### config.mk
export PLATFORM = sky130hd
export DESIGN_NAME = ttc_tx
export DESIGN_NICKNAME = d
export VERILOG_FILES = /design/src/rtl/ttc_tx.sv
export SDC_FILE = /design/constraint.sdc
export NUM_CORES = 1
export LEC_CHECK = 0
export ABC_AREA = 1
export BUFFER_PORTS_ARGS = -buffer_cell sky130_fd_sc_hd__buf_2
export CORE_MARGIN = 5
export CORE_UTILIZATION = 40
export CTS_CLUSTER_DIAMETER = 120
export DETAILED_ROUTE_END_ITERATION = 10
export SLEW_MARGIN = 20
export SYNTH_ARGS = -nofsm -noshare
export SYNTH_HDL_FRONTEND = slang
export SYNTH_SLANG_ARGS = --single-unit
export TNS_END_PERCENT = 10
### constraint.sdc
create_clock -name clk160 -period 3.4 [get_ports clk160]
set_clock_uncertainty 0.15 [all_clocks]
set_input_delay 0.17 -clock clk160 [delete_from_list [all_inputs] [get_ports clk160]]
set_output_delay 0.17 -clock clk160 [all_outputs]
set_load 0.02 [all_outputs]
### src/rtl/ttc_tx.sv
// rtl/ttc_tx.sv - TTC link serial transmitter: sync burst after reset/resync, then FIFO words or idle fill
module ttc_tx #(
   parameter logic [15:0] SYNC_WORD   = 16'h817E,
   parameter logic [15:0] IDLE_WORD   = 16'h817E,
   parameter int unsigned SYNC_FRAMES = 16,
   parameter int unsigned FIFO_DEPTH  = 4
) (
   input  logic        clk160,
   input  logic        rst,
   input  logic        wr_en,
   input  logic [15:0] wr_data,
   input  logic        resync,
   output logic        full,
   output logic        overflow,
   output logic        sync_done,
   output logic        frame_start,
   output logic        dataout
);
   localparam int AW = $clog2(FIFO_DEPTH);
   localparam int CW = AW + 1;
   localparam logic [CW-1:0] DEPTH_C  = CW'(FIFO_DEPTH);
   localparam logic [7:0]    FRAMES_C = 8'(SYNC_FRAMES);

   typedef enum logic {S_SYNC = 1'b0, S_RUN = 1'b1} state_t;

   state_t        r_state;
   state_t        w_state_nxt;
   logic [3:0]    r_bit_cnt;
   logic [15:0]   r_shreg;
   logic [7:0]    r_sync_cnt;
   logic          r_resync_req;
   logic          r_overflow;
   logic [15:0]   r_mem [FIFO_DEPTH];
   logic [AW-1:0] r_rd_ptr;
   logic [AW-1:0] r_wr_ptr;
   logic [CW-1:0] r_count;

   logic          w_load;
   logic          w_full;
   logic          w_empty;
   logic          w_push;
   logic          w_pop;
   logic          w_req_clr;
   logic [15:0]   w_word;
   logic [7:0]    w_sync_cnt_nxt;

   // full/empty both look at the pre-edge count, so a pop never frees room for a same-edge write
   assign w_load  = (r_bit_cnt == 4'd15);
   assign w_full  = (r_count == DEPTH_C);
   assign w_empty = (r_count == '0);
   assign w_push  = wr_en && !w_full;

   always_ff @(posedge clk160) begin
      if (rst) begin
         r_state <= S_SYNC;
      end else begin
         r_state <= w_state_nxt;
      end
   end

   always_comb begin
      w_state_nxt = r_state;
      if (w_load) begin
         if (r_resync_req) begin
            w_state_nxt = S_SYNC;
         end else if (r_state == S_SYNC && r_sync_cnt == FRAMES_C) begin
            w_state_nxt = S_RUN;
         end
      end
   end

   always_comb begin
      w_word         = SYNC_WORD;
      w_pop          = 1'b0;
      w_req_clr      = 1'b0;
      w_sync_cnt_nxt = r_sync_cnt;
      if (w_load) begin
         if (r_resync_req) begin
            w_sync_cnt_nxt = 8'd1;
            w_req_clr      = 1'b1;
         end else if (r_state == S_SYNC && r_sync_cnt != FRAMES_C) begin
            w_sync_cnt_nxt = r_sync_cnt + 8'd1;
         end else begin
            w_pop  = !w_empty;
            w_word = w_empty ? IDLE_WORD : r_mem[r_rd_ptr];
         end
      end
   end

   always_ff @(posedge clk160) begin
      if (rst) begin
         r_bit_cnt    <= 4'd15;
         r_shreg      <= '0;
         r_sync_cnt   <= '0;
         r_resync_req <= 1'b0;
         r_overflow   <= 1'b0;
      end else begin
         r_bit_cnt    <= r_bit_cnt + 4'd1;
         r_shreg      <= w_load ? w_word : {r_shreg[14:0], 1'b0};
         r_sync_cnt   <= w_sync_cnt_nxt;
         r_resync_req <= resync || (r_resync_req && !w_req_clr);
         if (wr_en && w_full) begin
            r_overflow <= 1'b1;
         end
      end
   end

   always_ff @(posedge clk160) begin
      if (rst) begin
         r_rd_ptr <= '0;
         r_wr_ptr <= '0;
         r_count  <= '0;
      end else begin
         if (w_push) begin
            r_wr_ptr <= r_wr_ptr + AW'(1);
         end
         if (w_pop) begin
            r_rd_ptr <= r_rd_ptr + AW'(1);
         end
         case ({w_push, w_pop})
            2'b10:   r_count <= r_count + CW'(1);
            2'b01:   r_count <= r_count - CW'(1);
            default: r_count <= r_count;
         endcase
      end
   end

   always_ff @(posedge clk160) begin
      if (w_push) begin
         r_mem[r_wr_ptr] <= wr_data;
      end
   end

   assign dataout     = r_shreg[15];
   assign frame_start = (r_bit_cnt == 4'd0);
   assign sync_done   = (r_state == S_RUN);
   assign full        = w_full;
   assign overflow    = r_overflow;

endmodule

# After elaboration in Yosys (flattened, before gate mapping)
# Memories as Yosys holds them, arrays and structs flattened. A register that Yosys moved wholly into a read port is not among the register bits.
# Cells that the tools add are included.
# totals
n_memories	1
elab_cells	60
output_inout_bits	5
regBits	38
ramBits	64
# memory_table
memory	words	word_bits	read_ports	rd_ports_with_merged_regs	write_ports	line	text
r_mem	4	16	1	1	1	33	logic [15:0] r_mem [FIFO_DEPTH];
# op_classes
n_eq_ne	6
bitwise_logic	2
muxes	18
reduce_logical	17
add_sub_neg	6
# ops
cell	n
$mux W16	4
$mux W8	2
$mux W1	9
$add A8 B1 Y8 const B	1
$eq A8 B5 Y1 const B	1
$ne A8 B5 Y1 const B	1
$pmux W3 S2	1
$reduce_bool A2 Y1	3
$logic_and A1 B1 Y1	5
$reduce_or A5 Y1	1
$add A2 B1 Y2 const B	2
$add A4 B1 Y4 const B	1
$eq A4 B4 Y1 const B	1
$logic_not A4 Y1	1
$mux W2	2
$reduce_and A2 Y1	2
$add A3 B1 Y3 const B	1
$eq A3 B3 Y1 const B	1
$logic_not A1 Y1	3
$logic_not A3 Y1	1
$sub A3 B1 Y3 const B	1
$eq A2 B1 Y1 const B	1
$eq A2 B2 Y1 const B	1
$not A1 Y1	2
$logic_or A1 B1 Y1	1

# Depth between registers and ports, before layout
# depth
depth_word	7
depth_mapped	16

# Least setup slack after synthesis
# No wires, ideal clock.
# synth_timing
kind	flip-flop to flip-flop
from	register r_sync_cnt[0]
to	register r_count[2]
arrival_time_ps	2127
path_stages_with_launch	17
slack_ps	1000
n_path_buf	1
path_cell_list	dfxtp_1 inv_1 ha_1 nand2_1 nor2_1 nand2_2 nand2_4 nand3_4 buf_8 inv_1 ha_1 inv_1 fa_1 a21oi_1 o21ai_0 o21ai_0 a21oi_1
# synth_between
elab_chain_cells	7
elab_cells_between_ends	9
# synth_rtl
element	line	text
start: declaration	30	logic [7:0] r_sync_cnt;
start signal: assignment	100	r_sync_cnt <= w_sync_cnt_nxt;
$ne A8 B5 Y1 *	81	end else if (r_state == S_SYNC && r_sync_cnt != FRAMES_C) begin
$logic_and A1 B1 Y1 *	81	
$mux W1 *	81	
$mux W1 *	78	if (r_resync_req) begin
$mux W1 *	77	if (w_load) begin
via w_pop	42	logic w_pop;
$eq A2 B1 Y1 or $eq A2 B2 Y1 (tied branches)	120	case ({w_push, w_pop})
$pmux W3 S2 or $reduce_bool A2 Y1 (tied branches)	--	
end signal: assignment	121	2'b10: r_count <= r_count + CW'(1);
end signal: assignment	122	2'b01: r_count <= r_count - CW'(1);
end signal: assignment	123	default: r_count <= r_count;
end: declaration	36	logic [CW-1:0] r_count;
# The timed path passes the listed nets; every way through them passes the cells marked *.
# A chain may end at the register's enable or synchronous reset.

# Worst setup path in the final report
# layout_timing
from	register r_bit_cnt[0]
to	register r_count[2]
# layout_between
elab_chain_cells	4
elab_cells_between_ends	6
# layout_rtl
element	line	text
start: declaration	28	logic [3:0] r_bit_cnt;
start signal: assignment	98	r_bit_cnt <= r_bit_cnt + 4'd1;
$eq A4 B4 Y1 *	48	assign w_load = (r_bit_cnt == 4'd15);
$mux W1 *	77	
via w_pop	42	
$eq A2 B1 Y1 or $eq A2 B2 Y1 (tied branches)	120	
$pmux W3 S2 or $reduce_bool A2 Y1 (tied branches)	--	
# Marked as above.

==> flow_metrics.py <==
metrics = {
    "sta": {
        "post-route-period-util_pct": 81.0,
        "rsz0062_at_grt": "no",
        "max_freq_mhz": 363,
        "fin_tns_setup_ns": 0,
        "hold_viol_final": 0,
        "layout_setup_ws_ns": 0.644,
        "fin_crit_ns": 2.76,
        "setup_viol": 0,
        "timing_worst_slew_pin_value_ns": 0.838,
        "max-slew-margin-rel_pct": 44.1,
        "maxSlewViolCount": 0,
    },
    "critical_path": {
        "rr_endpoint": "r_count[2]",
        "criticalPathCategory": "flop to flop",
        "reg2reg_slack_ns": 0.64,
        "cp_max_fo": 13,
        "crit_arrival_ns": 2.86,
        "required_ns": 3.51,
        "r2r_cells": 12,
        "reg2reg_from": "r_bit_cnt[0]",
        "startpoint_type": "flop",
        "cp-end-kind": "flop",
    },
    "drt": {
        "drt_iter0_drc": 204,
        "antenna_left": 0,
        "drc": 0,
        "routed_wl_um": 8120,
        "routed_via_density": 4.84,
        "vias": 2877,
        "wl_per_cell_um": 13.7,
        "dr.pass1.iters": 4,
    },
    "place": {
        "pre_cts_slack_ns": 0.644,
        "gp_congestion": 0.755,
        "placed_cell_area_um2": 4560,
        "io_buffers": 24,
        "place_hpwl_um": 5060,
    },
    "cts": {
        "cts_sinks": 104,
        "cts_buffer_depth": 2,
        "cts-htree-levels": 3,
        "clock_latency_ns": 0.37,
        "cts_tree": "done",
        "cts_resized": 0,
        "path_clk_slew_ns": 0.09,
        "root_buffer": "clkbuf_8",
        "numCtsBuffers": 9,
    },
    "grt": {
        "track_usage_pct": 13.6,
        "grt_pass1_wl_um": 13700,
        "globalRouteOverflowTotal": 0,
        "grt_max_degree": 33,
        "antenna_found_initial": 0,
        "grt_pass1_vias": 2739,
    },
    "yosys": {
        "ys_seq_elements": 104,
        "synth_edf_count": 64,
        "synth_top_area_share_pct": 44.5,
        "synth_commonest_cells": "edfxtp_1, nor2_1, inv_1",
        "synth_top_flop_cell": "edfxtp_1",
        "synth_cell_types": 39,
        "syn_nets": 433,
        "synthTopCellsByArea": "edfxtp_1, dfxtp_1, o21ai_0, nor2_1, inv_1",
        "synthArstFlopShare_pct": 0,
        "syn_inst": 403,
        "yosysMostFrequentCell": "edfxtp_1",
        "yosys.area.top_type": "edfxtp_1",
        "netlist_area_um2": 4320,
        "yosys_warnings": 0,
        "syn-mean-instance-area_um2": 10.7,
        "ys_seq_area_share_pct": 63.1,
    },
    "final_layout": {
        "drive_gt1_share_pct": 15.6,
        "final-seq-area_um2": 2720,
        "fillers": 1009,
        "fin_area_um2": 4970,
        "multi_input_area_um2": 1310,
        "synthToLayoutAreaGrowth_pct": 15.1,
        "antenna_cells": 0,
        "fin_nets": 479,
        "fin_util_pct": 46.4,
    },
    "hold_path": {
        "min_path_type": "flop to flop",
        "hold_path.startpoint": "r_bit_cnt[0]",
        "min_to": "r_bit_cnt[0]",
        "hold_depth": 1,
    },
    "outcome": {
        "status": "finished clean",
    },
    "floorplanning": {
        "dieArea_um2": 13000,
        "chipHeight_um": 114,
        "core_um2": 10700,
        "start_util_pct": 40.4,
        "ioPinCount": 25,
        "row_count": 38,
        "die_x_um": 114,
    },
    "job": {
        "maxCapViolCount": 0,
    },
    "power": {
        "switching_share_pct": 23.5,
        "comb_power_share_pct": 9.5,
        "power.internal_mw": 1.87,
        "power_frac_seq_pct": 59.0,
        "total_power_mw": 2.44,
        "clockPowerShare_pct": 31.6,
        "vdd_drop_max_mv": 0.379,
        "p_switching_uw": 573,
        "leakagePower_nw": 1.94,
        "p_per_area_nw_per_um2": 491,
    },
}
[kinds of logic (layout without fill, tap and decap cells)]
group / count (synthesis) / in the layout / share of synthesized area (%)
compound gates: 97 / 97 / 13.4
xor+xnor: 2 / 2 / 0.406
fa+ha+maj: 10 / 10 / 3.07
buf+inv: 66 / 117 / 6.61
flops: 104 / 104 / 63.1
simple gates: 124 / 124 / 13.5
[power by group through the flow]
stage	logic, mW	clock network (mW)	registers, mW
after floorplan	0.159	0	1.46
after global placement	0.210	0	1.47
after detailed placement	0.217	0	1.47
after CTS	0.236	0.798	1.44
after global routing	0.267	0.852	1.45
final	0.231	0.770	1.44
[worst max-delay path by stage]
stage               slack (ns)          to     startpoint  cells past startpoint
floorplan                 1.00  r_count[2]  r_sync_cnt[0]                     16
global placement          0.72  r_count[2]   r_bit_cnt[0]                     12
detailed placement        0.64  r_count[2]   r_bit_cnt[0]                     12
CTS                       0.61  r_count[2]   r_bit_cnt[0]                     12
global route              0.31  r_count[2]   r_bit_cnt[0]                     12
finish                    0.64  r_count[2]   r_bit_cnt[0]                     12
[area by class of cell]
type	count	share of cell area, %
clock buffers	12	2.92
multi-input cells	233	26.3
flip-flops and latches	104	54.8
clock inverters	4	1.06
well taps	140	3.53
inverters	50	3.78
repair buffers	51	7.56
[worst max-delay path, stage by stage, from the launching register on]
cell and delay [ns]:
dfxtp_1 0.37, ha_1 0.22, nand3_2 0.27, a21oi_4 0.29
nand3_4 0.21, inv_1 0.11, ha_1 0.13, inv_1 0.06
fa_1 0.38, a21oi_1 0.15, o21ai_0 0.11, o21ai_0 0.16
a21oi_1 0.05
[what timing repair did]
| item | CTS | global route |
|---|---|---|
| buffers inserted | 0 | 0 |
| hold buffers | 21 | 0 |
| hold endpoints to repair | 73 | 0 |
[registers in the layout, summed over array words and instances (netlist names), named ones only]
register	cells
overflow	1
r_bit_cnt	4
r_count	3
r_mem	64
r_rd_ptr	2
r_resync_req	1
r_shreg	16
r_sync_cnt	8
r_wr_ptr	2
sync_done	1
[per-layer routing]
layer  vias to the layer above  track usage (%)  routed length (µm)
li1                       1457                -                   -
met3                        10             3.66                 404
met5                         -                0                   0
met1                      1351             17.5                3730
met2                        59             21.9                3850
met4                         0             5.07                 138
[per-stage QoR]
stage,instances,hold slack [ns]
after floorplan,403,0.119
after global placement,557,0.231
after detailed placement,557,0.234
after CTS,594,0.277
after global routing,594,0.289
final,594,0.272
[placed cells by master, fill, tap and decap left out, drive strengths merged, types with 15 or more instances in the layout]
cell,count
nor2,53
o21ai,51
o22ai,15
inv,52
dlygate4sd3,21
nand2,44
a21oi,20
dfxtp,40
nand3,19
buf,30
edfxtp,64
Power figures use the tool's default switching activity.
